## src/rtl/eth_idma_seq_pkg.sv

```systemverilog
// Shared types and register map for the eth_idma_wrap register-bus sequencer.
package eth_idma_seq_pkg;

  localparam int unsigned RegAddrW = 32;
  localparam int unsigned RegDataW = 32;
  localparam int unsigned RegStrbW = RegDataW / 8;

  localparam logic [31:0] OffMacLo    = 32'h00;
  localparam logic [31:0] OffMacHi    = 32'h04;
  localparam logic [31:0] OffSrc      = 32'h10;
  localparam logic [31:0] OffDst      = 32'h14;
  localparam logic [31:0] OffLen      = 32'h18;
  localparam logic [31:0] OffSproto   = 32'h1c;
  localparam logic [31:0] OffDproto   = 32'h20;
  localparam logic [31:0] OffReqValid = 32'h38;
  localparam logic [31:0] OffReqReady = 32'h3c;
  localparam logic [31:0] OffRspReady = 32'h40;

  typedef enum logic [3:0] {
    SEQ_IDLE,
    SEQ_MAC_LO,
    SEQ_MAC_HI,
    SEQ_SRC,
    SEQ_DST,
    SEQ_LEN,
    SEQ_SPROTO,
    SEQ_DPROTO,
    SEQ_POLL,
    SEQ_VLD1,
    SEQ_VLD0,
    SEQ_RSPR,
    SEQ_DONE
  } seq_state_e;

  typedef struct packed {
    logic [RegAddrW-1:0] addr;
    logic                write;
    logic [RegDataW-1:0] wdata;
    logic [RegStrbW-1:0] wstrb;
    logic                valid;
  } reg_bus_req_t;

  typedef struct packed {
    logic [RegDataW-1:0] rdata;
    logic                error;
    logic                ready;
  } reg_bus_rsp_t;

endpackage

```

## src/rtl/eth_idma_reg_sequencer.sv

```systemverilog
// Register-bus master that programs one eth_idma_wrap per command: MAC once after reset,
// then SRC/DST/LEN/protocols, polls REQ_READY, pulses REQ_VALID and sets RSP_READY.
module eth_idma_reg_sequencer
  import eth_idma_seq_pkg::*;
#(
  parameter int unsigned RegAw     = 32,
  parameter int unsigned RegDw     = 32,
  parameter logic [47:0] MacAddr   = 48'h2070_9800_1032,
  parameter int unsigned PollLimit = 1024,
  parameter type         reg_req_t = reg_bus_req_t,
  parameter type         reg_rsp_t = reg_bus_rsp_t
) (
  input  logic        clk_i,
  input  logic        rst_i,
  input  logic        cmd_valid_i,
  output logic        cmd_ready_o,
  input  logic [31:0] cmd_src_i,
  input  logic [31:0] cmd_dst_i,
  input  logic [31:0] cmd_len_i,
  input  logic [2:0]  cmd_sproto_i,
  input  logic [2:0]  cmd_dproto_i,
  output logic        done_o,
  output logic        err_o,
  output logic        busy_o,
  output reg_req_t    reg_req_o,
  input  reg_rsp_t    reg_rsp_i
);

  localparam int unsigned CntW = $clog2(PollLimit + 1);

  seq_state_e       state_q, state_d;
  reg_req_t         req_q, req_d;
  logic [CntW-1:0]  poll_cnt_q, poll_cnt_d;
  logic             mac_cfg_done_q, mac_cfg_done_d;
  logic             err_q, err_d;
  logic             latch_cmd;
  logic [31:0]      src_q, dst_q, len_q;
  logic [2:0]       sproto_q, dproto_q;

  logic [RegAw-1:0] acc_addr;
  logic [RegDw-1:0] acc_wdata;
  logic             acc_write;

  logic             rdy_d, busy_d, done_d, erro_d;
  logic             unused_rdata;

  assign unused_rdata = ^reg_rsp_i.rdata[RegDw-1:1];

  // State register plus every flop that the FSM drives.
  always_ff @(posedge clk_i or posedge rst_i) begin
    if (rst_i) begin
      state_q        <= SEQ_IDLE;
      req_q          <= '0;
      poll_cnt_q     <= '0;
      mac_cfg_done_q <= 1'b0;
      err_q          <= 1'b0;
      src_q          <= '0;
      dst_q          <= '0;
      len_q          <= '0;
      sproto_q       <= '0;
      dproto_q       <= '0;
      cmd_ready_o    <= 1'b1;
      busy_o         <= 1'b0;
      done_o         <= 1'b0;
      err_o          <= 1'b0;
    end else begin
      state_q        <= state_d;
      req_q          <= req_d;
      poll_cnt_q     <= poll_cnt_d;
      mac_cfg_done_q <= mac_cfg_done_d;
      err_q          <= err_d;
      if (latch_cmd) begin
        src_q    <= cmd_src_i;
        dst_q    <= cmd_dst_i;
        len_q    <= cmd_len_i;
        sproto_q <= cmd_sproto_i;
        dproto_q <= cmd_dproto_i;
      end
      cmd_ready_o <= rdy_d;
      busy_o      <= busy_d;
      done_o      <= done_d;
      err_o       <= erro_d;
    end
  end

  // Address/data of the access owned by each state.
  always_comb begin
    acc_addr  = '0;
    acc_wdata = '0;
    acc_write = 1'b1;
    unique case (state_q)
      SEQ_MAC_LO: begin acc_addr = RegAw'(OffMacLo);  acc_wdata = RegDw'(MacAddr[31:0]); end
      SEQ_MAC_HI: begin acc_addr = RegAw'(OffMacHi);  acc_wdata = RegDw'(MacAddr[47:32]); end
      SEQ_SRC:    begin acc_addr = RegAw'(OffSrc);    acc_wdata = RegDw'(src_q); end
      SEQ_DST:    begin acc_addr = RegAw'(OffDst);    acc_wdata = RegDw'(dst_q); end
      SEQ_LEN:    begin acc_addr = RegAw'(OffLen);    acc_wdata = RegDw'(len_q); end
      SEQ_SPROTO: begin acc_addr = RegAw'(OffSproto); acc_wdata = RegDw'(sproto_q); end
      SEQ_DPROTO: begin acc_addr = RegAw'(OffDproto); acc_wdata = RegDw'(dproto_q); end
      SEQ_POLL:   begin acc_addr = RegAw'(OffReqReady); acc_write = 1'b0; end
      SEQ_VLD1:   begin acc_addr = RegAw'(OffReqValid); acc_wdata = RegDw'(1); end
      SEQ_VLD0:   begin acc_addr = RegAw'(OffReqValid); acc_wdata = '0; end
      SEQ_RSPR:   begin acc_addr = RegAw'(OffRspReady); acc_wdata = RegDw'(1); end
      default:    acc_write = 1'b0;
    endcase
  end

  // Next state: each access state spends one idle cycle, then holds valid until ready.
  always_comb begin
    state_d        = state_q;
    req_d          = req_q;
    poll_cnt_d     = poll_cnt_q;
    mac_cfg_done_d = mac_cfg_done_q;
    err_d          = err_q;
    latch_cmd      = 1'b0;
    unique case (state_q)
      SEQ_IDLE: begin
        if (cmd_valid_i) begin
          latch_cmd  = 1'b1;
          err_d      = 1'b0;
          poll_cnt_d = '0;
          if (cmd_len_i == 32'd0) begin
            state_d = SEQ_DONE;
            err_d   = 1'b1;
          end else begin
            state_d = mac_cfg_done_q ? SEQ_SRC : SEQ_MAC_LO;
          end
        end
      end
      SEQ_DONE: state_d = SEQ_IDLE;
      default: begin
        if (!req_q.valid) begin
          req_d.addr  = acc_addr;
          req_d.write = acc_write;
          req_d.wdata = acc_wdata;
          req_d.wstrb = 4'hf;
          req_d.valid = 1'b1;
        end else if (reg_rsp_i.ready) begin
          req_d.valid = 1'b0;
          if (reg_rsp_i.error) begin
            state_d = SEQ_DONE;
            err_d   = 1'b1;
          end else begin
            unique case (state_q)
              SEQ_MAC_LO: state_d = SEQ_MAC_HI;
              SEQ_MAC_HI: begin
                state_d        = SEQ_SRC;
                mac_cfg_done_d = 1'b1;
              end
              SEQ_SRC:    state_d = SEQ_DST;
              SEQ_DST:    state_d = SEQ_LEN;
              SEQ_LEN:    state_d = SEQ_SPROTO;
              SEQ_SPROTO: state_d = SEQ_DPROTO;
              SEQ_DPROTO: state_d = SEQ_POLL;
              SEQ_POLL: begin
                if (reg_rsp_i.rdata[0]) begin
                  state_d = SEQ_VLD1;
                end else begin
                  poll_cnt_d = (poll_cnt_q == CntW'(PollLimit)) ? poll_cnt_q
                                                                : poll_cnt_q + CntW'(1);
                  if (poll_cnt_d == CntW'(PollLimit)) begin
                    state_d = SEQ_DONE;
                    err_d   = 1'b1;
                  end
                end
              end
              SEQ_VLD1:   state_d = SEQ_VLD0;
              SEQ_VLD0:   state_d = SEQ_RSPR;
              SEQ_RSPR:   state_d = SEQ_DONE;
              default:    state_d = SEQ_IDLE;
            endcase
          end
        end
      end
    endcase
  end

  // Handshake/status outputs follow the state being entered.
  always_comb begin
    rdy_d  = (state_d == SEQ_IDLE);
    busy_d = !rdy_d;
    done_d = (state_d == SEQ_DONE);
    erro_d = done_d && err_d;
  end

  assign reg_req_o = req_q;

endmodule

```

## config.mk

```make
export PLATFORM = sky130hd
export DESIGN_NAME = eth_idma_reg_sequencer
export DESIGN_NICKNAME = d
export VERILOG_FILES = /design/src/rtl/eth_idma_seq_pkg.sv /design/src/rtl/eth_idma_reg_sequencer.sv
export SDC_FILE = /design/constraint.sdc
export NUM_CORES = 1
export LEC_CHECK = 0
export CAP_MARGIN = 20
export CORE_MARGIN = 2
export CORE_UTILIZATION = 45
export DETAILED_ROUTE_END_ITERATION = 12
export GPL_TIMING_DRIVEN = 0
export PLACE_DENSITY = 0.76
export SYNTH_ARGS = -nofsm -noshare
export SYNTH_HDL_FRONTEND = slang
export SYNTH_SLANG_ARGS = --single-unit
```

## constraint.sdc

```tcl
create_clock -name clk_i -period 10.5 [get_ports clk_i]
set_input_delay 1.575 -clock clk_i [delete_from_list [all_inputs] [get_ports clk_i]]
set_output_delay 1.575 -clock clk_i [all_outputs]
set_load 0.02 [all_outputs]
```

[After elaboration in Yosys (flattened, before gate mapping)]
Cells that the tools add are included.
Operators by class
  add/subtract/negate cells: 1
  multiply operators: 0
  divide/modulo/power cells: 0
  order comparisons: 0
  equal/unequal tests: 18
  shift operators: 0
  muxes and demuxes: 34
  bitwise gates (word level): 4
  reduce and logical (&&, ||, !) cells: 15
Operators by type and width (number)
  $pmux W32 S8: 1
  $mux W11: 7
  $pmux W7 S9: 1
  $pmux W4 S11: 1
  $logic_not A32 Y1: 1
  $mux W4: 7
  $eq A4 B4 Y1 const B: 6
  $eq A11 B11 Y1 const B: 2
  $pmux W11 S2: 1
  $eq A4 B3 Y1 const B: 4
  $mux W1: 13
  $add A11 B1 Y11 const B: 1
  $reduce_or A10 Y1: 1
  $eq A4 B2 Y1 const B: 2
  $logic_not A4 Y1: 2
  $pmux W4 S2: 1
  $reduce_and A7 Y1: 1
  $reduce_bool A2 Y1: 3
  $reduce_or A2 Y1: 3
  $reduce_and A5 Y1: 1
  $eq A4 B1 Y1 const B: 1
  $ne A2 B1 Y1 const B: 2
  $not A1 Y1: 4
  $mux W2: 1
  other kinds (5): 5
Word-level totals
  flip-flop bits (word level): 190
  latch bits: 0
  memory bits (writable): 0
  bits in read-only memories: 0
  bits of input ports: 139
  output and inout port bits: 74
  logic and storage cells: 90
  memories: 0

[Depth between registers and ports, before layout]
Gate-level depths: netlist of the first run.
  depth after elaboration: 12
  depth in mapped cells: 10
  depth with buffers taken out: 9

[Worst setup path after synthesis of the first run]
Ideal clock, no wire load.
  kind: input to register
  start point: in reg_rsp_i[0] in the netlist's numbering
  end point: reg err_o
  library setup time: 121 ps
  arrival time: 3007 ps
  data required time: 10379 ps
  setup slack: 7371 ps
  stages on the path: 7
  buffers on the path: 0
  cell sequence: and2_1 -> o21ai_0 -> or4_1 -> nor3b_1 -> a21oi_1 -> and2_1 -> and4_2
On the way
  word-level cells in the longest chain between the ends: 5
  elaborated cells on any way between the ends: 8
  those cells by class: eq/ne (1); mux (6); reduce/logical (1)
Ends and longest elaborated chain
  start: declaration: RTL line eth_idma_reg_sequencer.sv:26  | input reg_rsp_t reg_rsp_i
  $mux W4: RTL line eth_idma_reg_sequencer.sv:137  | end else if (reg_rsp_i.ready) begin
  $mux W4: RTL line eth_idma_reg_sequencer.sv:131  | if (!req_q.valid) begin
  $pmux W4 S2: RTL line eth_idma_reg_sequencer.sv:115  | unique case (state_q)
  $eq A4 B4 Y1: RTL line eth_idma_reg_sequencer.sv:181  | done_d = (state_d == SEQ_DONE);
  $logic_and A1 B1 Y1 (*): RTL line eth_idma_reg_sequencer.sv:182  | erro_d = done_d && err_d;
  net erro_d: RTL line eth_idma_reg_sequencer.sv:44  | logic rdy_d, busy_d, done_d, erro_d;
  end signal: assignment: RTL line eth_idma_reg_sequencer.sv:82  | err_o <= erro_d;
  end: declaration: RTL line eth_idma_reg_sequencer.sv:23  | output logic err_o,
The timed path passes the listed nets; every way through them passes the cells marked *.
A chain may end at the register's enable or synchronous reset.

[Final worst setup path of the first run]
Ends and elaborated chain as after synthesis.

==> impl_metrics.ini, run 1 <==
[outcome]
status = finished, final reports clean

[yosys]
synth_seq_area_share = 0.536
syn-cell-area_sq_um = 7620
synthArstFlopShare = 1.00
synth_cells = 873
syn-mean-instance-area_sq_um = 8.72
synth_edf_count = 0
yosys_warnings = 0
synth_top_cell_by_area = dfrtp_1
synth_seq_cells = 163
yosysUniqueCellTypes = 59
dominantRegCellSynth = dfrtp_1
synth_top_area_frac = 0.532
synthTopCellsByArea = dfrtp_1 53%, nand2_1 18%, o21ai_0 4.2%

[timing]
tightest_slew_ps = 786
worst_clock_skew_ps = 7.35
final-setup-viol-count = 0
max_slew_margin = 0.476
setup_tns_ps = 0
fin_crit_ps = 3590
final_hold_viol_count = 0
slew_viol_final = 0
max_freq_mhz = 279
rsz0062_at_grt = false
finalCritPeriodShare = 0.341

[worst_setup_path]
cp-endpoint = err_o
cp_max_fo = 6
rrSetupSlack_ps = 7410
critPathTopFamily = simple AND/OR/NAND/NOR gates
reg2reg_depth = 8
r2r_end = reg_req_o[12]
worstPathArrival_ps = 3900
path_depth = 8
critical_path.startpoint_type = input pin
worstReg2RegStart = state_q[2]
cp_slowest_stage_delay_ps = 560
cp-end-kind = flop
critPathRequiredTime_ps = 10820
crit_start = reg_rsp_i[0]
cp_cell_sequence = clkdlybuf4s50_1, and2_1, o21ai_0, or4_1, o21ai_0, a21oi_1, and2_1, and4_2
path_class = input pin to flop
path_buf_inv = 1
cp_slowest_cell = or4_1

[clock_tree]
cts_resized = 0
cts-root-buf = clkbuf_16
htree_levels = 4
cts_tree = done
post-cts-setup-buffers = 0
clock_path_buffers = 2
cts.sink_count = 163
holdBufCountCts = 0
clock_latency_ps = 430
clkTransAtPathRegs_ps = 70
cts_buffers = 17

[detailed_routing]
wl_per_cell_um = 16.8
routed_wl_mm = 21.9
drc = 0
drtIter0Drc = 696
dr_total_vias = 6895
antenna_left = 0
drt-pass1-iter-count = 5
vias_per_cell = 5.28

[final_layout]
drive_gt1_frac = 0.0783
antenna_cells = 0
syn_to_final_growth_pct = 32.7
utilization = 0.610
fillers = 1476
final_nets = 1218

[worst_hold_path]
min_from = mac_cfg_done_q
hp-class = flop to flop

[global_route]
grtUsageMet2 = 0.397
top_usage_layer = met2
grt_first_pass_wirelength_mm = 35.1
first_global_vias = 6530
gr-usage-met1 = 0.361
track_usage = 0.252
grt-ovfl-total = 0
antenna_found_initial = 0
grt_max_degree = 109
grtUsageMet3 = 0.0457

[placed_design]
port_buffers = 154
routabilityCongestion = 0.906
hpwlAfterDp_mm = 15.5

[run]
cap_violations = 0

[floorplan]
start_util = 0.459
die_x_um = 134
die_area_sq_um = 18000
coreArea_sq_um = 16600
num_rows = 47
die_h_um = 134
io_pins = 213

[pwr]
p_leak_uw = 0.00473
finalPower_uw = 2710
ir_drop_mv = 0.189
cellPowerDensity_nw_per_um2 = 269
[cell usage after synthesis, types with 3 or more instances]
| cell type | n |
|---|---|
| o31ai_1 | 10 |
| nor2_1 | 22 |
| and3_2 | 3 |
| mux2i_1 | 3 |
| a221oi_1 | 7 |
| inv_1 | 11 |
| and3_1 | 3 |
| nor4_1 | 8 |
| or2_2 | 4 |
| and2_1 | 7 |
| or3_1 | 3 |
| o21ai_0 | 64 |
| nand2_1 | 358 |
| buf_4 | 30 |
| nand2b_1 | 6 |
| clkbuf_1 | 55 |
| a222oi_1 | 23 |
| nand3_1 | 11 |
| nor3_1 | 4 |
| ha_1 | 6 |
| dfrtp_1 | 162 |
| a21oi_1 | 13 |
| nor2b_1 | 5 |
| a31oi_1 | 5 |
| nand4_1 | 4 |
| a22oi_1 | 4 |
[cell families (layout without fill, tap and decap cells)]
family                   after synthesis  count (layout)  synth area share
AO/OA/AOI/OAI                        145             145             0.129
XOR/XNOR                               2               2           0.00230
adder cells (fa/ha/maj)                6               6           0.00986
flip-flops                           163             163             0.536
AND/OR/NAND/NOR                      451             451             0.249
other                                  1              27          0.000492
buffers and inverters                101             288            0.0672
multiplexers                           4               4           0.00690
[registers in the layout, summed over array words and instances (netlist names)]
signal and count:
mac_cfg_done_q 1, sproto_q 3, err_q 1, reg_req_o 40, state_q 4, poll_cnt_q 11, dst_q 32, dproto_q 3
len_q 32, cmd_ready_o 1, src_q 32, err_o 1, done_o 1, busy_o 1
[placed cells by master (no fill, tap or decap), types with 4 or more instances in the layout]
master,count
nor4_1,8
nor2_1,22
clkinv_2,4
a222oi_1,23
o31ai_1,10
a21oi_1,13
or2_2,4
a22oi_1,4
clkbuf_16,17
ha_1,6
a31oi_1,5
conb_1,27
nand2b_1,6
nand2_1,358
clkinv_4,5
inv_1,10
nand3_1,11
dfrtp_1,162
nor2b_1,5
nand4_1,4
clkdlybuf4s50_1,154
clkbuf_1,55
and2_1,7
a221oi_1,7
buf_4,30
nor3_1,4
o21ai_0,64
[layer usage]
layer	routed length (um)	vias to the layer above
li1	-	3280
met1	9590	3266
met2	10400	309
met3	1500	40
met4	438	0
met5	0	-
[how the worst min path moves through the flow]
stage,slack (ps),endpoint,depth (start not counted)
floorplan,410,mac_cfg_done_q,2
global placement,420,mac_cfg_done_q,2
detailed placement,450,mac_cfg_done_q,2
CTS,460,mac_cfg_done_q,2
global route,490,src_q[27],2
finish,470,mac_cfg_done_q,2
[worst reg2reg max path, cell delays in order, from the launching register on]
cell      delay, ps
dfrtp_1         450
inv_1           110
ha_1            290
clkbuf_1        450
and3_1          230
clkbuf_1        380
clkbuf_1        650
a222oi_1        250
o21ai_0         200
[area by class of cell]
type                            instances  area [sq um]  share of cell area
Multi-Input combinational cell        635          3120               0.309
Timing Repair Buffer                  155          1570               0.155
Clock inverter                         14           105              0.0104
Buffer                                 90           470              0.0465
Tap cell                              220           275              0.0272
Inverter                               11          48.8             0.00483
Sequential cell                       163          4080               0.404
Clock buffer                           18           439              0.0434
[per-stage QoR]
step / std cells / area [sq um] / hold WS (ps) / worst slack (ps)
6_report: 1306 / 10100 / 465 / 6910
5_1_grt: 1306 / 10100 / 486 / 6790
4_1_cts: 1306 / 10100 / 461 / 6950
3_5_place_dp: 1274 / 9570 / 445 / 6520
3_3_place_gp: 1273 / 9530 / 422 / 2330
2_1_floorplan: 899 / 7710 / 411 / 4520
[power by group]
part / total [uW] / switching (uW) / internal [uW] / leakage, uW
logic: 1110 / 693 / 414 / 0.00238
clock network: 579 / 268 / 310 / 0.000267
registers: 1030 / 149 / 880 / 0.00208
No activity file was read; power rests on OpenSTA's default activity.
==> inputs of run 2 (changes only) <==
==> constraint.sdc (replaced) <==
create_clock -name clk_i -period 3.7 [get_ports clk_i]
set_input_delay 0.555 -clock clk_i [delete_from_list [all_inputs] [get_ports clk_i]]
set_output_delay 0.555 -clock clk_i [all_outputs]
set_load 0.02 [all_outputs]
==> impl_metrics.ini, run 2 (synthesis results as in run 1) <==
[placed_design]
port_buffers = 154
pre_cts_ws_ps = 781
routabilityCongestion = 0.901
post_dp_cell_area_sq_um = 9610
dp_cells = 1277
hpwlAfterDp_mm = 15.7

[timing]
max_freq_mhz = 329
tightest_slew_ps = 726
max_slew_margin = 0.516
final_hold_viol_count = 0
finalCritPeriodShare = 0.822
final-setup-viol-count = 0
postLayoutSetupSlackWorst_ps = 659
fin_crit_ps = 3040
worst_clock_skew_ps = 9.69
slew_viol_final = 0
rsz0062_at_grt = false

[worst_setup_path]
r2r_end = reg_req_o[22]
critPathRequiredTime_ps = 4040
cp-endpoint = reg_req_o[22]
reg2reg_depth = 8
worstPathArrival_ps = 3380
critical_path.startpoint_type = flop
crit_start = state_q[2]
worstReg2RegStart = state_q[2]
path_class = flop to flop
cp_max_fo = 10
rrSetupSlack_ps = 660
cp-end-kind = flop

[pwr]
p_leak_uw = 0.00476
seqPwrFrac = 0.376
clock_power_share = 0.216
finalPower_uw = 7780
intPower_uw = 4660
ir_drop_mv = 0.421
swShare = 0.401
p_comb_frac = 0.408
cellPowerDensity_nw_per_um2 = 765
power_switching_uw = 3120

[clock_tree]
holdBufCountCts = 0
post-cts-setup-buffers = 0
clkTransAtPathRegs_ps = 60
cts-root-buf = clkbuf_16
cts.sink_count = 163
htree_levels = 4
cts_buffers = 17
cts_resized = 0
cts_tree = done
clock_latency_ps = 430
clock_path_buffers = 2

[detailed_routing]
drtIter0Drc = 755
wl_per_cell_um = 16.9
top_layer = met4
drc = 0
drt-met1-wl_mm = 9.51
vias_per_cell = 5.30
drt-pass1-iter-count = 6
route.met2.wl_mm = 10.3
dr_total_vias = 6919
wl_met3_mm = 1.60
routed_wl_mm = 22.0
antenna_left = 0

[global_route]
track_usage = 0.251
grt-ovfl-total = 0
grt_max_degree = 41
grt_first_pass_wirelength_mm = 34.8
first_global_vias = 6738
antenna_found_initial = 0

[run]
cap_violations = 0

[final_layout]
drive_gt1_frac = 0.0783
final_nets = 1221
fillers = 1450
final_area_sq_um = 10200
antenna_cells = 0
final_cells = 1306
final_common_cell = nand2_1
final_cell_mix = 358 x nand2_1, 162 x dfrtp_1, 154 x clkdlybuf4s50_1
syn_to_final_growth_pct = 33.6
utilization = 0.613
largest_reg_flops = 40

[floorplan]
die_x_um = 134
start_util = 0.459
num_rows = 47
die_area_sq_um = 18000
die_h_um = 134
coreArea_sq_um = 16600
io_pins = 213

[outcome]
status = finished, final reports clean

[worst_hold_path]
min_from = mac_cfg_done_q
hp-class = flop to flop
## run 2: cell count changes in the layout (fill, tap and decap cells not counted)
| cell | previous run | this run |
|---|---|---|
| buf_12 | 0 | 4 |
| clkinv_4 | 5 | 1 |
| clkbuf_8 | 2 | 5 |
| inv_6 | 3 | 1 |
| buf_16 | 1 | 0 |
| bufinv_16 | 0 | 1 |
| clkinv_2 | 4 | 3 |
| clkinvlp_4 | 2 | 3 |
| inv_8 | 1 | 0 |
## run 2: how the worst min path moves through the flow
stage,to,slack [ps],cells after the start
after floorplan,mac_cfg_done_q,410,2
after global placement,mac_cfg_done_q,430,2
after detailed placement,mac_cfg_done_q,430,2
after CTS,mac_cfg_done_q,450,2
after global routing,mac_cfg_done_q,470,2
final,mac_cfg_done_q,450,2
## run 2: worst max-delay path, stage by stage, from the launching register on
cell and delay [ps]:
dfrtp_1 450, inv_1 110, ha_1 290, clkbuf_1 460
and3_1 230, clkbuf_1 390, clkbuf_1 580, a222oi_1 260
o21ai_0 190
## run 2: area by class of cell
class                           instances  area, sq um  share of cell area
Sequential cell                       163         4080               0.401
Multi-Input combinational cell        635         3120               0.307
Timing Repair Buffer                  158         1620               0.159
Clock buffer                           21          480              0.0472
Buffer                                 90          470              0.0462
Tap cell                              220          275              0.0271
Clock inverter                          8         77.6             0.00763
Inverter                               11         45.0             0.00443
## run 2: power by group through the flow
stage / logic [uW] / clock network, uW / registers [uW]
floorplan: 1880 / 0 / 2990
global placement: 3020 / 0 / 2910
detailed placement: 3120 / 0 / 2930
CTS: 3150 / 1700 / 2910
global route: 3520 / 1780 / 2990
finish: 3180 / 1680 / 2920
## run 2: stage by stage
step | hold WS, ps | setup TNS, ps
3_5_place_dp | 434 | 0
3_3_place_gp | 432 | -45130
4_1_cts | 448 | 0
5_1_grt | 468 | 0
2_1_floorplan | 411 | 0
6_report | 447 | 0
## run 2: metal layers
| layer | GRT usage | vias to the layer above |
|---|---|---|
| li1 | - | 3281 |
| met1 | 0.345 | 3278 |
| met2 | 0.402 | 316 |
| met3 | 0.0510 | 44 |
| met5 | 0 | - |
| met4 | 0.0813 | 0 |
